<file path="config.mk">
export PLATFORM = sky130hd
export DESIGN_NAME = fetch_sequencer
export DESIGN_NICKNAME = d
export VERILOG_FILES = /design/src/rtl/fetch_sequencer.sv
export SDC_FILE = /design/constraint.sdc
export NUM_CORES = 1
export LEC_CHECK = 0
export ABC_AREA = 1
export CAP_MARGIN = 20
export CORE_UTILIZATION = 48
export CTS_CLUSTER_SIZE = 30
export DETAILED_ROUTE_END_ITERATION = 8
export PLACE_DENSITY = 0.77
export RECOVER_POWER = 25
export SYNTH_ARGS = -nofsm -noshare
export SYNTH_HDL_FRONTEND = slang
export SYNTH_SLANG_ARGS = --single-unit
</file>
<file path="constraint.sdc">
create_clock -name clk -period 2.5 [get_ports clk]
set_clock_uncertainty 0.1 [all_clocks]
set_input_delay 0.375 -clock clk [delete_from_list [all_inputs] [get_ports clk]]
set_output_delay 0.375 -clock clk [all_outputs]
set_load 0.005 [all_outputs]
</file>
<file path="src/rtl/fetch_sequencer.sv">
// Instruction-fetch sequencer: walks the fetch PC through byte-wide flash,
// assembles INSTR_BYTES bytes into a little-endian word and offers it to
// decode over a valid/ready handshake. Redirects reload the PC from any
// state and throw away a partially assembled word.
module fetch_sequencer #(
    parameter int                    ADDR_WIDTH   = 24,
    parameter int                    INSTR_BYTES  = 4,
    parameter int                    READ_LATENCY = 3,
    parameter logic [ADDR_WIDTH-1:0] RESET_PC     = {ADDR_WIDTH{1'b0}}
) (
    input  logic                     clk,
    input  logic                     reset,
    input  logic                     run,
    input  logic                     redirect,
    input  logic [ADDR_WIDTH-1:0]    redirect_addr,
    output logic                     flash_re,
    output logic [ADDR_WIDTH-1:0]    flash_addr,
    input  logic [7:0]               flash_out,
    output logic                     instr_valid,
    input  logic                     instr_ready,
    output logic [8*INSTR_BYTES-1:0] instr,
    output logic [ADDR_WIDTH-1:0]    instr_pc,
    output logic                     busy
);

    localparam int                    IW       = 8 * INSTR_BYTES;
    localparam int                    IDX_W    = (INSTR_BYTES > 1) ? $clog2(INSTR_BYTES) : 1;
    localparam logic [IDX_W-1:0]      LAST_IDX = IDX_W'(INSTR_BYTES - 1);
    localparam logic [2:0]            LAT_LOAD = 3'(READ_LATENCY - 1);
    localparam logic [ADDR_WIDTH-1:0] PC_STEP  = ADDR_WIDTH'(INSTR_BYTES);

    typedef enum logic [1:0] {
        S_IDLE  = 2'd0,
        S_ISSUE = 2'd1,
        S_WAIT  = 2'd2,
        S_HOLD  = 2'd3
    } state_t;

    state_t                  r_state;
    logic [ADDR_WIDTH-1:0]   r_pc;
    logic [IDX_W-1:0]        r_byte_idx;
    logic [2:0]              r_lat_cnt;
    logic [IW-1:0]           r_asm;
    logic [IW-1:0]           r_instr;
    logic [ADDR_WIDTH-1:0]   r_instr_pc;
    logic                    r_instr_valid;
    logic                    r_flash_re;
    logic [ADDR_WIDTH-1:0]   r_flash_addr;
    logic                    r_busy;

    state_t                  w_state_n;
    logic [ADDR_WIDTH-1:0]   w_pc_n;
    logic [IDX_W-1:0]        w_idx_n;
    logic [2:0]              w_lat_n;
    logic [IW-1:0]           w_asm_n;
    logic [IW-1:0]           w_instr_n;
    logic [ADDR_WIDTH-1:0]   w_instr_pc_n;
    logic                    w_valid_n;
    logic                    w_re_n;
    logic [ADDR_WIDTH-1:0]   w_addr_n;
    logic                    w_busy_n;
    logic [IW-1:0]           w_captured;

    // Merge the current flash byte into the lane selected by the byte index.
    always_comb begin
        w_captured = r_asm;
        for (int k = 0; k < INSTR_BYTES; k++) begin
            if (r_byte_idx == IDX_W'(k)) begin
                w_captured[8*k +: 8] = flash_out;
            end else begin
                w_captured[8*k +: 8] = r_asm[8*k +: 8];
            end
        end
    end

    // Next-state and datapath update; redirect overrides every state.
    always_comb begin
        w_state_n    = r_state;
        w_pc_n       = r_pc;
        w_idx_n      = r_byte_idx;
        w_lat_n      = r_lat_cnt;
        w_asm_n      = r_asm;
        w_instr_n    = r_instr;
        w_instr_pc_n = r_instr_pc;
        w_valid_n    = r_instr_valid;
        if (redirect) begin
            // A handshake in the same cycle still counts as accepted, but the
            // redirect target wins over the sequential PC advance.
            w_pc_n    = redirect_addr;
            w_idx_n   = {IDX_W{1'b0}};
            w_lat_n   = 3'd0;
            w_asm_n   = {IW{1'b0}};
            w_valid_n = 1'b0;
            w_state_n = run ? S_ISSUE : S_IDLE;
        end else begin
            case (r_state)
                S_IDLE: begin
                    if (run) begin
                        w_idx_n   = {IDX_W{1'b0}};
                        w_state_n = S_ISSUE;
                    end else begin
                        w_state_n = S_IDLE;
                    end
                end
                S_ISSUE: begin
                    w_lat_n   = LAT_LOAD;
                    w_state_n = S_WAIT;
                end
                S_WAIT: begin
                    if (r_lat_cnt == 3'd0) begin
                        if (r_byte_idx != LAST_IDX) begin
                            w_asm_n   = w_captured;
                            w_idx_n   = r_byte_idx + IDX_W'(1'b1);
                            w_state_n = S_ISSUE;
                        end else begin
                            w_instr_n    = w_captured;
                            w_instr_pc_n = r_pc;
                            w_valid_n    = 1'b1;
                            w_asm_n      = {IW{1'b0}};
                            w_state_n    = S_HOLD;
                        end
                    end else begin
                        w_lat_n = r_lat_cnt - 3'd1;
                    end
                end
                S_HOLD: begin
                    // No overlap: the next fetch only starts after acceptance.
                    if (r_instr_valid && instr_ready) begin
                        w_pc_n    = r_pc + PC_STEP;
                        w_idx_n   = {IDX_W{1'b0}};
                        w_valid_n = 1'b0;
                        w_state_n = run ? S_ISSUE : S_IDLE;
                    end else begin
                        w_state_n = S_HOLD;
                    end
                end
                default: begin
                    w_state_n = S_IDLE;
                end
            endcase
        end
    end

    // Flash-side outputs derived from the state being entered, so they are registered.
    always_comb begin
        w_re_n   = (w_state_n == S_ISSUE) || (w_state_n == S_WAIT);
        w_busy_n = (w_state_n != S_IDLE);
        if (w_state_n == S_ISSUE) begin
            w_addr_n = w_pc_n + ADDR_WIDTH'(w_idx_n);
        end else begin
            w_addr_n = r_flash_addr;
        end
    end

    // State and output registers with asynchronous clear.
    always_ff @(posedge clk or negedge reset) begin
        if (!reset) begin
            r_state       <= S_IDLE;
            r_pc          <= RESET_PC;
            r_byte_idx    <= {IDX_W{1'b0}};
            r_lat_cnt     <= 3'd0;
            r_asm         <= {IW{1'b0}};
            r_instr       <= {IW{1'b0}};
            r_instr_pc    <= {ADDR_WIDTH{1'b0}};
            r_instr_valid <= 1'b0;
            r_flash_re    <= 1'b0;
            r_flash_addr  <= {ADDR_WIDTH{1'b0}};
            r_busy        <= 1'b0;
        end else begin
            r_state       <= w_state_n;
            r_pc          <= w_pc_n;
            r_byte_idx    <= w_idx_n;
            r_lat_cnt     <= w_lat_n;
            r_asm         <= w_asm_n;
            r_instr       <= w_instr_n;
            r_instr_pc    <= w_instr_pc_n;
            r_instr_valid <= w_valid_n;
            r_flash_re    <= w_re_n;
            r_flash_addr  <= w_addr_n;
            r_busy        <= w_busy_n;
        end
    end

    assign flash_re    = r_flash_re;
    assign flash_addr  = r_flash_addr;
    assign instr_valid = r_instr_valid;
    assign instr       = r_instr;
    assign instr_pc    = r_instr_pc;
    assign busy        = r_busy;

endmodule
</file>
# After elaboration in Yosys (flattened, before gate mapping)

Index checks and enable logic that the tools add are counted.

Register bits: 146
Input port bits: 37
Output and inout bits: 83
Word-level logic and storage cells: 75

Equal/unequal tests: 13
Reduce and logical (&&, ||, !) cells: 14
Add/subtract/negate cells: 4
Muxes and demuxes: 31
Bitwise operators: 2

Operators by type and width:

| operator                                             | number |
|---|---|
| two-way mux 32 bit                                   | 4 |
| two-way mux 24 bit                                   | 3 |
| two-way mux 8 bit                                    | 4 |
| adder 24 x 2 -> 24 bit                               | 1 |
| adder 24 x 3 -> 24 bit (second input constant)       | 1 |
| two-way mux 2 bit                                    | 9 |
| inequality test 3 bit (second input constant)        | 4 |
| equality test 2 bit (second input constant)          | 5 |
| case mux 2 bit (4 select lines)                      | 1 |
| AND reduction 4 bit                                  | 2 |
| equality test 2 x 1 -> 1 bit (second input constant) | 3 |
| two-way mux 3 bit                                    | 2 |
| case mux 2 bit (3 select lines)                      | 1 |
| case mux 3 bit (2 select lines)                      | 1 |
| nonzero test 2 bit                                   | 3 |
| nonzero test 3 bit                                   | 2 |
| two-way mux 1 bit                                    | 5 |
| zero test 2 bit                                      | 2 |
| AND reduction 2 bit                                  | 2 |
| zero test 3 bit                                      | 1 |
| subtractor 3 x 1 -> 3 bit (second input constant)    | 1 |
| adder 2 x 1 -> 2 bit (second input constant)         | 1 |
| inequality test 2 bit (second input constant)        | 1 |
| NOT 1 bit                                            | 2 |
| 3 further kinds                                      | 3 |

# Logic depth before layout (Yosys ltp)

Depth after elaboration: 7
Mapped depth: 18
Gate-level depth less buffers: 18

# Least setup slack after synthesis

Ideal clock, no wire load.

Path kind: input -> register
Start point: input redirect
End point: register r_flash_addr[23], in the netlist flash_addr[23]
Required time: 2.283 ns
Arrival time: 2.539 ns
Setup time: 0.117 ns
Stages on the path: 16
Buffers on the path: 2
Setup slack: -0.257 ns
Path through: inv_2 -> clkbuf_1 -> clkbuf_1 -> or2_2 -> o21ai_0 -> inv_1 -> ha_1 -> a21oi_1 -> nor2_1 -> nand3_4 -> nor2_4 -> nand3_4 -> nor2_8 -> nand3_1 -> nand3_1 -> nand2_1

Word-level cells in the longest chain between the ends: 2
Elaborated cells between the ends (all ways): 5
Those cells by class: 1 x add/sub; 1 x eq/ne; 3 x mux

RTL lines:

| item                   | RTL line | text |
|---|---|---|
| from (decl)            | 14       | `input logic redirect,` |
| two-way mux 24 bit     | 86       | `if (redirect) begin` |
| net w_pc_n[1]          | 52       | `logic [ADDR_WIDTH-1:0] w_pc_n;` |
| adder 24 x 2 -> 24 bit | 149      | `w_addr_n = w_pc_n + ADDR_WIDTH'(w_idx_n);` |
| to (signal assigned)   | 167      | `r_flash_addr <= {ADDR_WIDTH{1'b0}};` |
| to (signal assigned)   | 179      | `r_flash_addr <= w_addr_n;` |
| to (decl)              | 48       | `logic [ADDR_WIDTH-1:0] r_flash_addr;` |

The timed path passes the listed nets, and every way through them passes these cells.
A chain may end at the register's enable or synchronous reset.

# Worst setup path after layout

Start point: register r_state[1]
End point: register r_byte_idx[0]

Word-level cells in the longest chain between the ends: 3
Elaborated cells between the ends (all ways): 5
Those cells by class: 2 x eq/ne; 2 x mux; 1 x reduce/logical

RTL lines:

| item                                                   | RTL line | text |
|---|---|---|
| from (decl)                                            | 39       | `state_t r_state;` |
| from (signal assigned)                                 | 170      | `r_state <= w_state_n;` |
| equality test 2 bit or zero test 2 bit (tied branches) | 96       | `case (r_state)` |
| case mux 2 bit (3 select lines) *                      | 96       |  |
| two-way mux 2 bit *                                    | 86       |  |
| net w_idx_n[0]                                         | 53       | `logic [IDX_W-1:0] w_idx_n;` |
| to (signal assigned)                                   | 160      | `r_byte_idx <= {IDX_W{1'b0}};` |
| to (signal assigned)                                   | 172      | `r_byte_idx <= w_idx_n;` |
| to (decl)                                              | 41       | `logic [IDX_W-1:0] r_byte_idx;` |

The timed path passes the listed nets; every way through them passes the cells marked *.

==> metrics.md <==
| Metric | Value |
|---|---|
| Share of power burned in registers | `40.5%` |
| Internal | `0.00473 W` |
| Worst skew pair latency | `0.41 ns` |
| Vias in the first global route | `6179` |
| Slew Limit Fails | `30` |
| Post-Synthesis Cells | `843` |
| Setup TNS | `-1.94 ns` |
| Max cap viols | `1` |
| GR Layer Usage met1 | `37.6%` |
| Die W | `121 um` |
| Syn nets | `888` |
| Crit. Startpoint | `r_state[1]$_DFF_PN0_` |
| Setup WS post-layout | `-0.197 ns` |
| I/O pin total | `120` |
| Largest net degree at the start of global routing | `110` |
| DR DRC count | `0` |
| Setup WS pre-CTS | `-0.558 ns` |
| Final worst path period need | `2.70 ns` |
| Placed Area | `8760 um^2` |
| Synth area leader | `dfrtp_1` |
| Net Switching | `0.00179 W` |
| GPL Wtd Cong | `0.896` |
| CTS sink cnt | `139` |
| Async SR Flop Fraction | `100%` |
| CTS Buffer Depth | `2` |
| Die area | `14700 um^2` |
| Critical path arrival | `2.91 ns` |
| Total core area | `13900 um^2` |
| Worst Setup EP | `r_byte_idx[0]$_DFF_PN0_` |
| Most instantiated cells after synthesis | `250 x nand2_1, 139 x dfrtp_1, 114 x o21ai_0` |
| Fraction of layout cells with a size suffix above 1 | `20.6%` |
| Logic gate share of total power | `20.4%` |
| Simple-Gate Fraction of Synth Area | `28.2%` |
| H-Tree Level Count | `4` |
| Root buffer cell | `clkbuf_16` |
| Worst-path maximum fanout | `4` |
| Worst Path Class, Setup | `reg -> reg` |
| Starting Density | `49.1%` |
| Mux contribution to synthesized area | `0%` |
| Slew Limit Headroom | `-4.33%` |
| Status | `finished with violations` |
| Final Power | `0.00652 W` |
| Critical R2R Capture | `r_byte_idx[0]$_DFF_PN0_` |
| Area Growth Syn to Fin | `41.1%` |
| Synth Area in Adders | `1.58%` |
| Post-Route Utilization | `69.3%` |
| Buffers on Ports | `119` |
| Total length of routed wires | `18.5 mm` |
| Final setup violation count | `19` |
| Initial DRT Pass Iterations | `5` |
| Die height | `121 um` |
| Cell leakage power | `4.62 nW` |
| RR Startpoint | `r_state[1]$_DFF_PN0_` |
| GRT Util Overall | `26.9%` |
| Switching Share | `27.5%` |
| Count leader, synth | `nand2_1` |
| Nets | `1097` |
| Global route overflow | `0` |
| WL/cell | `14.9 um` |
| Peak supply drop | `0.495 mV` |
| Initial antenna violation count | `1` |
| XOR/XNOR share of the synthesized area | `1.54%` |
| Share of the synthesized area in the top cell type | `51.0%` |
| GR Util met3 | `5.45%` |
| Tcrit/Tclk final | `108%` |
| Initial drt markers | `479` |
| Final Hold Fails | `0` |
| Total CTS buffers | `17` |
| Clock share of power | `39.1%` |
| Power per Cell Area | `678 nW/um^2` |
| CTS tree | `yes` |
| Via Count | `6391` |
| Synthesis-stage register bit count | `139` |
| RSZ-0062 raised after global routing | `true` |
| Post-route cell area | `9620 um^2` |
| Nature of the critical path startpoint | `register` |
| EDFF count, synth | `0` |
| Sequential share of the synthesized area | `51.0%` |
| Worst-path clk slew | `0.06 ns` |
| Worst R2R Setup Slack | `-0.20 ns` |
| Most used routing layer | `met2` |
| # rows | `43` |
| Detailed placement HPWL | `12.6 mm` |
| Measured slew at the worst slew-check pin | `1.56 ns` |
| Worst hold-check path type | `reg -> reg` |
| GRT met2 Usage | `41.9%` |
| Largest family of logic cells by synthesized area | `simple AND/OR/NAND/NOR gates` |
| Post-synthesis compound-gate area fraction | `10.8%` |
| Ys flop type | `dfrtp_1` |
| Vias per inst | `5.13` |
| Mean post-synth cell area | `8.09 um^2` |
| Cell variety after synth | `36` |
| First-pass GRT wire length | `30.4 mm` |
| Violated checks | `max-capacitance violations, max-slew violations, negative setup slack` |
| ANT nets after route | `0` |
| R2r worst-path depth | `15` |
| F_max | `371 MHz` |
| Crit end category | `register` |
| Filler instances | `1085` |
| Top post-synthesis cells by area | `dfrtp_1 51%, nand2_1 14%, o21ai_0 8.4%, inv_1 4.6%, nand3_1 3.8%` |
| YS warnings | `0` |
| Syn Std Cell Area | `6820 um^2` |
| CP required | `2.71 ns` |
[area by class of cell]
type                       count  area (um^2)  share of cell area, %
timing repair buffer         218         1960                   20.4
clock buffer                  17          425                   4.42
sequential                   139         3480                   36.2
multi-input combinational    586         3020                   31.4
inverter                      90          340                   3.54
clock inverter                14          173                   1.79
tap                          180          225                   2.34
antenna                        1         2.50                 0.0260
[worst max-delay path, stage by stage, from the launching register on]
cell	delay [ns]
dfrtp_1	0.43
inv_2	0.09
o21ai_1	0.23
o31ai_2	0.13
o211ai_1	0.19
nand2_1	0.11
buf_4	0.15
buf_4	0.12
buf_4	0.12
buf_4	0.12
buf_4	0.13
buf_4	0.13
buf_4	0.13
buf_4	0.14
buf_4	0.13
buf_4	0.12
[sequential cells by signal, indices dropped and copies added, names as in the netlist]
name,flops
instr,32
flash_re,1
flash_addr,24
instr_pc,24
r_lat_cnt,3
r_state,2
busy,1
r_byte_idx,2
instr_valid,1
r_asm,25
r_pc,24
[power by group through the flow]
stage	combinational (W)	clock [W]	sequential, W
floorplan	0.000516	0	0.00265
global placement	0.00123	0	0.00267
detailed placement	0.00125	0	0.00266
CTS	0.00130	0.00258	0.00264
global route	0.00147	0.00269	0.00267
finish	0.00133	0.00255	0.00264
[repair_timing]
item / 4_1_cts / 5_1_grt
hold buffers: 1 / 0
buffers inserted: 17 / 9
pin swaps: 14 / 20
setup endpoints to repair: 15 / 22
hold endpoints to repair: 26 / 0
gates cloned: 0 / 0
resized for setup: 16 / 13
[stage by stage]
step                      hold WS (ns)  std cells
after global routing             0.397       1245
after global placement           0.161       1186
final                            0.379       1245
after floorplan                -0.0206        843
after CTS                        0.291       1235
after detailed placement         0.162       1186
[kinds of logic after synthesis]
logic type | after synthesis
buf+inv | 118
xor+xnor | 12
simple gates | 423
compound gates | 143
flops | 139
fa+ha+maj | 8
[cell usage in the layout (no fill, tap or decap), types with 2 or more instances in the layout]
master / Yosys / final
nand3_2: 4 / 9
or2_2: 16 / 15
clkinvlp_4: 0 / 2
nand2_1: 250 / 246
nand3_1: 52 / 46
nor2_1: 59 / 53
inv_6: 0 / 2
ha_2: 0 / 2
nor2_4: 8 / 11
inv_1: 83 / 76
o21ai_2: 1 / 2
ha_1: 7 / 3
nand2_2: 7 / 11
dfrtp_1: 139 / 138
o21ai_1: 3 / 9
clkinv_4: 0 / 4
nand3_4: 3 / 4
nor2_2: 8 / 11
a21oi_1: 20 / 19
nor3_1: 4 / 4
clkbuf_16: 0 / 17
xor2_1: 12 / 11
clkinv_2: 0 / 3
ha_4: 0 / 2
bufinv_16: 0 / 3
buf_12: 1 / 2
inv_2: 6 / 12
nand4_1: 7 / 7
buf_4: 1 / 95
clkdlybuf4s50_1: 0 / 117
o21ai_0: 114 / 106
[metal layers]
metal  vias up  wire length [um]
met2       249              8460
met4         0               436
met5         -                 0
met1      2999              8570
li1       3103                 -
met3        40              1070
[how the worst min path moves through the flow]
stage	startpoint	to	slack (ns)	cells past startpoint
global route	r_asm[5]$_DFFE_PN0P_	r_asm[5]$_DFFE_PN0P_	0.40	2
floorplan	reset	busy$_DFF_PN0_	-0.02	0
finish	instr_pc[3]$_DFFE_PN0P_	instr_pc[3]$_DFFE_PN0P_	0.38	2
global placement	reset	instr[14]$_DFFE_PN0P_	0.16	1
CTS	reset	instr[14]$_DFFE_PN0P_	0.29	2
detailed placement	reset	instr[14]$_DFFE_PN0P_	0.16	1
No activity file was read; power rests on OpenSTA's default activity.
